**src/rtl/snn_neuron_pkg.sv**
```systemverilog
// Shared types and helpers for the leaky integrate-and-fire neuron layer.
// Holds the layer FSM encoding, the default membrane width and a saturating adder.
package snn_neuron_pkg;

  typedef enum logic [1:0] {
    IDLE   = 2'd0,
    UPDATE = 2'd1,
    OUTPUT = 2'd2
  } lif_state_e;

  localparam int unsigned V_W_DEFAULT = 16;

  typedef logic [V_W_DEFAULT-1:0] membrane_t;

  // Returns min(a + b, 2^width - 1); valid for width <= 32 with a, b already below 2^width.
  function automatic logic [31:0] sat_add(input logic [31:0] a,
                                          input logic [31:0] b,
                                          input int unsigned width);
    logic [32:0] sum;
    logic [32:0] max_val;
    sum     = {1'b0, a} + {1'b0, b};
    max_val = (33'd1 << width) - 33'd1;
    return (sum > max_val) ? max_val[31:0] : sum[31:0];
  endfunction

endpackage

```
**src/rtl/lif_update_unit.sv**
```systemverilog
// Combinational single-neuron datapath: leak, clamped integration, threshold,
// reset-on-fire and refractory countdown for one membrane per evaluation.
module lif_update_unit
  import snn_neuron_pkg::*;
#(
  parameter int SUM_W        = 32,
  parameter int V_W          = V_W_DEFAULT,
  parameter int R_W          = 2,
  parameter int REFRAC_STEPS = 2
) (
  input  logic [V_W-1:0]   v,
  input  logic [R_W-1:0]   r,
  input  logic [SUM_W-1:0] sum,
  input  logic [V_W-1:0]   threshold,
  input  logic [3:0]       leak_shift,
  output logic [V_W-1:0]   v_next,
  output logic [R_W-1:0]   r_next,
  output logic             fire
);

  localparam int CW = (SUM_W > V_W) ? SUM_W : V_W;
  localparam logic [V_W-1:0] V_MAX = '1;

  logic [V_W-1:0] leak;
  logic [V_W-1:0] in_clamped;
  logic [V_W-1:0] v_int;
  logic [CW-1:0]  sum_ext;

  // NOTE: every output gets a default before any branch so no latch is inferred.
  always_comb begin
    v_next = '0;
    r_next = '0;
    fire   = 1'b0;

    // Shift of zero removes the whole membrane; shifts past the width leak nothing.
    leak       = (32'(leak_shift) >= V_W) ? '0 : (v >> leak_shift);
    sum_ext    = CW'(sum);
    in_clamped = (sum_ext > CW'(V_MAX)) ? V_MAX : sum_ext[V_W-1:0];
    v_int      = V_W'(sat_add(32'(v - leak), 32'(in_clamped), V_W));

    if (r != '0) begin
      r_next = r - R_W'(1);
    end else if (v_int >= threshold) begin
      fire   = 1'b1;
      r_next = R_W'(REFRAC_STEPS);
    end else begin
      v_next = v_int;
    end
  end

endmodule

```
**src/rtl/lif_neuron_layer.sv**
```systemverilog
// Layer of COLS LIF neurons sharing one update unit, one neuron per cycle.
// Accepts a weighted-sum vector per timestep and returns the spike vector.
module lif_neuron_layer
  import snn_neuron_pkg::*;
#(
  parameter int COLS         = 10,
  parameter int SUM_W        = 32,
  parameter int V_W          = V_W_DEFAULT,
  parameter int REFRAC_STEPS = 2,
  parameter int IDX_W        = $clog2(COLS)
) (
  input  logic             clk,
  input  logic             rst_n,
  input  logic             step_valid,
  output logic             step_ready,
  input  logic [SUM_W-1:0] weighted_sum [COLS],
  input  logic [V_W-1:0]   cfg_threshold,
  input  logic [3:0]       cfg_leak_shift,
  input  logic             clear_state,
  output logic             spike_valid,
  input  logic             spike_ready,
  output logic [COLS-1:0]  spikes,
  output logic             busy
);

  localparam int R_W = (REFRAC_STEPS > 0) ? $clog2(REFRAC_STEPS + 1) : 1;
  localparam logic [IDX_W-1:0] LAST_IDX = IDX_W'(COLS - 1);

  lif_state_e       state_q, state_d;
  logic [IDX_W-1:0] idx_q, idx_d;
  logic [V_W-1:0]   v_q [COLS];
  logic [V_W-1:0]   v_d [COLS];
  logic [R_W-1:0]   r_q [COLS];
  logic [R_W-1:0]   r_d [COLS];
  logic [COLS-1:0]  spikes_q, spikes_d;
  logic [SUM_W-1:0] sum_snap_q [COLS];
  logic [SUM_W-1:0] sum_snap_d [COLS];
  logic [V_W-1:0]   thr_q, thr_d;
  logic [3:0]       shift_q, shift_d;

  logic [V_W-1:0]   upd_v_next;
  logic [R_W-1:0]   upd_r_next;
  logic             upd_fire;

  lif_update_unit #(
    .SUM_W       (SUM_W),
    .V_W         (V_W),
    .R_W         (R_W),
    .REFRAC_STEPS(REFRAC_STEPS)
  ) u_update (
    .v         (v_q[idx_q]),
    .r         (r_q[idx_q]),
    .sum       (sum_snap_q[idx_q]),
    .threshold (thr_q),
    .leak_shift(shift_q),
    .v_next    (upd_v_next),
    .r_next    (upd_r_next),
    .fire      (upd_fire)
  );

  always_comb begin
    state_d    = state_q;
    idx_d      = idx_q;
    v_d        = v_q;
    r_d        = r_q;
    spikes_d   = spikes_q;
    sum_snap_d = sum_snap_q;
    thr_d      = thr_q;
    shift_d    = shift_q;

    case (state_q)
      IDLE: begin
        // A clear owns the cycle; the step handshake waits until it drops.
        if (clear_state) begin
          for (int i = 0; i < COLS; i++) begin
            v_d[i] = '0;
            r_d[i] = '0;
          end
        end else if (step_valid) begin
          sum_snap_d = weighted_sum;
          thr_d      = cfg_threshold;
          shift_d    = cfg_leak_shift;
          idx_d      = '0;
          state_d    = UPDATE;
        end
      end
      UPDATE: begin
        v_d[idx_q]      = upd_v_next;
        r_d[idx_q]      = upd_r_next;
        spikes_d[idx_q] = upd_fire;
        if (idx_q == LAST_IDX) begin
          state_d = OUTPUT;
        end else begin
          idx_d = idx_q + IDX_W'(1);
        end
      end
      OUTPUT: begin
        if (spike_ready) state_d = IDLE;
      end
      default: state_d = IDLE;
    endcase
  end

  // NOTE: sequential state uses non-blocking assignments so every flop samples pre-edge values.
  always_ff @(posedge clk or negedge rst_n) begin
    if (!rst_n) begin
      state_q  <= IDLE;
      idx_q    <= '0;
      spikes_q <= '0;
      thr_q    <= '0;
      shift_q  <= '0;
      // NOTE: membranes, refractory counters and snapshots are flop arrays, not RAM, so they take the reset.
      for (int i = 0; i < COLS; i++) begin
        v_q[i]        <= '0;
        r_q[i]        <= '0;
        sum_snap_q[i] <= '0;
      end
    end else begin
      state_q    <= state_d;
      idx_q      <= idx_d;
      spikes_q   <= spikes_d;
      thr_q      <= thr_d;
      shift_q    <= shift_d;
      v_q        <= v_d;
      r_q        <= r_d;
      sum_snap_q <= sum_snap_d;
    end
  end

  assign step_ready  = (state_q == IDLE) && !clear_state;
  assign spike_valid = (state_q == OUTPUT);
  assign busy        = (state_q != IDLE);
  assign spikes      = spikes_q;

endmodule
```
**config.mk**
```make
export PLATFORM = sky130hd
export DESIGN_NAME = lif_neuron_layer
export DESIGN_NICKNAME = d
export VERILOG_FILES = /design/src/rtl/snn_neuron_pkg.sv /design/src/rtl/lif_update_unit.sv /design/src/rtl/lif_neuron_layer.sv
export SDC_FILE = /design/constraint.sdc
export NUM_CORES = 1
export LEC_CHECK = 0
export ABC_CLOCK_PERIOD_IN_PS = 10750
export BUFFER_PORTS_ARGS = -buffer_cell sky130_fd_sc_hd__buf_2
export CAP_MARGIN = 0
export CORE_MARGIN = 1
export CORE_UTILIZATION = 50
export DETAILED_ROUTE_END_ITERATION = 12
export HOLD_SLACK_MARGIN = 0.02
export PLACE_DENSITY = 0.81
export REMOVE_ABC_BUFFERS = 1
export SLEW_MARGIN = 20
export SYNTH_ARGS = -nofsm -noshare
export SYNTH_HDL_FRONTEND = slang
export SYNTH_SLANG_ARGS = --single-unit
```
**constraint.sdc**
```tcl
create_clock -name clk -period 10.75 [get_ports clk]
set_input_delay 1.075 -clock clk [delete_from_list [all_inputs] [get_ports clk]]
set_output_delay 1.075 -clock clk [all_outputs]
set_load 0.02 [all_outputs]
```
==> results.yml <==
status:
  status: "complete, no violations"
die:
  die_x_um: 228
  start_util: 0.508
  dieArea_sq_mm: 0.0521
  core_sq_mm: 0.0504
  die_y_um: 228
  pin_count: 358
  floorplan.rows: 82
worst_setup_path:
  worstRegToRegCells: 34
  max_stage_delay_ns: 0.86
  crit_path_frequent_cell: "ha_1"
  worst-path-max-fanout: 25
  critPathBufInv: 3
  worst-r2r-setup-slack_ns: 0.64
  crit_type: "reg2reg"
  required_ns: 11.24
  r2r-start: "idx_q[3]"
  cp_top_family: "compound AO/OA/AOI/OAI gates"
  cpMaxStageDelayCell: "nor2b_2"
  cp_data_arrival_time_ns: 10.60
  crit_path_start: "idx_q[3]"
  r2r_end: "v_q[50]"
  crit_path_end_kind: "register"
  start_kind: "register"
logic_synthesis:
  synth-edff-count: 0
  syn_avg_cell_area_sq_um: 12.4
  ys_types: 73
  synthCells: 2069
  ys_seq_area_frac: 0.524
  syn-cell-area_sq_mm: 0.0256
  ys.warnings.count: 0
  ys_seq_elements: 536
  synthFlopType: "dfrtp_1"
  async_reset_ff_frac: 1.00
global_routing:
  grt_antenna_before_repair: 23
  grtUsageTotal: 0.264
  grt_pass1_wl_um: 108000
  grt_max_degree: 182
  first_global_vias: 19700
  overflow: 0
cells_and_area:
  drive_gt1_frac: 0.372
  nFillCells: 3915
  fin_area_sq_mm: 0.0298
  area_growth_syn_to_layout_pct: 16.3
  layout.nets: 2781
route:
  avgRoutedWirePerCell_um: 22.0
  drt_pass1_iterations: 5
  drc: 0
  drtAntennaViolNets: 0
  drtIter0Drc: 1503
  vias: 18400
  via_per_inst: 5.91
  drt_wl_total_um: 68500
sta:
  grt_setup_unrepaired: "no"
  finalCriticalPeriod_ns: 10.11
  drv_slew: 0
  finalCritPeriodShare: 0.940
  setup_viol_count_final: 0
  hold_viol: 0
  relSlewSlack: 0.264
  fin_skew_ns: 0.0388
  timing.fmax_mhz: 98.9
  worst_pin_slew_ns: 1.10
place:
  finalWeightedCongestion: 0.919
  place_hpwl_um: 48000
  place_area_sq_mm: 0.0278
  portBuffers: 357
cts:
  cts_tree: "done"
  clock_path_buffers: 3
  clk_latency_ns: 0.63
  cts_buffers: 54
  root_buffer: "clkbuf_16"
  path_clk_slew_ns: 0.07
  htreeDepth: 2
  clock-sinks: 536
worst_hold_path:
  worstHoldStart: "v_q[79]"
  hold_path_end: "v_q[79]"
  hold_class: "reg2reg"
  holdPathStages: 2
job:
  maxCapViolCount: 0
## state kept, by name, summed over array words and instances (netlist names)
name / count
sum_snap_q: 320
v_q: 160
r_q: 20
thr_q: 16
spikes: 10
idx_q: 4
shift_q: 4
state_q: 2
## metrics by stage
step / setup WS [ns] / cells / hold WS (ns) / utilization / setup TNS, ns
global placement: 0.904 / 2995 / 0.458 / 0.552 / 0
CTS: 0.673 / 3093 / 0.480 / 0.589 / 0
finish: 0.640 / 3115 / 0.477 / 0.591 / 0
detailed placement: 0.832 / 2995 / 0.467 / 0.552 / 0
floorplan: -1.20 / 1934 / 0.442 / - / -197.04
global route: 0.00261 / 3115 / 0.497 / 0.591 / 0
## cells by family after synthesis
kind of cell	Yosys count	synth area share
compound gates	356	0.0815
xor+xnor	27	0.00923
simple gates	428	0.0805
flops	536	0.524
mux	485	0.243
buf+inv	181	0.0344
fa+ha+maj	56	0.0279
## layer usage
metal / GRT usage / vias to the layer above / routed length [um]
met5: 0 / - / 25
met4: 0.131 / 4 / 3170
met3: 0.0563 / 184 / 4990
met2: 0.441 / 761 / 33900
met1: 0.325 / 9294 / 26400
li1: - / 8162 / -
## worst reg2reg max path: cells and delay by family (launching register included)
kind | cells | cell delay [ns]
flops | 1 | 0.37
buf+inv | 3 | 0.47
compound gates | 14 | 3.84
fa+ha+maj | 4 | 1.17
xor+xnor | 1 | 0.14
simple gates | 8 | 2.95
mux | 4 | 1.06
## how the worst max path moves through the flow
| stage | endpoint | slack (ns) | cells after the start |
|---|---|---|---|
| after floorplan | v_q[34] | -1.20 | 32 |
| after global placement | v_q[98] | 0.90 | 33 |
| after detailed placement | v_q[98] | 0.83 | 33 |
| after CTS | v_q[50] | 0.67 | 33 |
| after global routing | v_q[141] | 0.003 | 34 |
| final | v_q[50] | 0.64 | 34 |
## cells in the final DEF, fill, tap and decap left out, drive strengths merged, types with 3 or more instances in the layout
cell type    n
a21o         9
mux4        70
o311ai       3
nor2        52
and2        10
o211ai       6
a22oi       16
inv         45
ha          54
nor4        36
mux2       338
clkinvlp     8
xor2         8
a21oi       32
nor2b        6
or2          3
a31oi        6
mux2i       77
nand3       46
buf        390
xnor2       19
o31ai        3
o21a         4
or3          5
o21ai      231
or4          3
nand2      208
bufinv       7
o221ai      17
nor3        23
clkbuf      69
a211oi       7
dfrtp      536
diode       21
clkinv      15
o22ai        3
nand4       16
nand2b      14
## synth_stat cells, types with 14 or more instances
master | n | area, sq um
nand3_1 | 46 | 230
buf_6 | 15 | 169
nand2b_1 | 14 | 87.6
xnor2_1 | 19 | 166
ha_1 | 54 | 676
mux4_2 | 54 | 1220
dfrtp_1 | 536 | 13400
mux4_1 | 16 | 420
o221ai_1 | 17 | 149
mux2_2 | 338 | 3810
clkbuf_1 | 76 | 285
o21ai_0 | 107 | 536
inv_1 | 45 | 169
o21ai_1 | 123 | 616
nor2_1 | 51 | 191
a21oi_1 | 32 | 160
nand2_1 | 204 | 766
buf_2 | 33 | 165
nor4_1 | 36 | 225
a22oi_1 | 16 | 120
nor3_1 | 23 | 115
mux2i_1 | 77 | 771
## layout make-up
class	count	area (sq um)	share of cell area
flip-flops and latches	536	13400	0.451
multi-input cells	1352	11300	0.381
repair buffers	390	2090	0.0703
clock buffers	69	1460	0.0490
well taps	672	841	0.0282
clock inverters	29	394	0.0132
inverters	46	173	0.00580
diodes	21	52.6	0.00176
## what timing repair did
| item | 4_1_cts | 5_1_grt |
|---|---|---|
| setup endpoints to repair | 0 | 29 |
| hold buffers | 0 | 0 |
| buffers inserted | 0 | 1 |
| resized for setup | 0 | 2 |
| hold endpoints to repair | 0 | 0 |
Power is left out: the tool's default activity adds up to more than one toggle a clock period on the data nets, which glitch-free logic cannot reach.
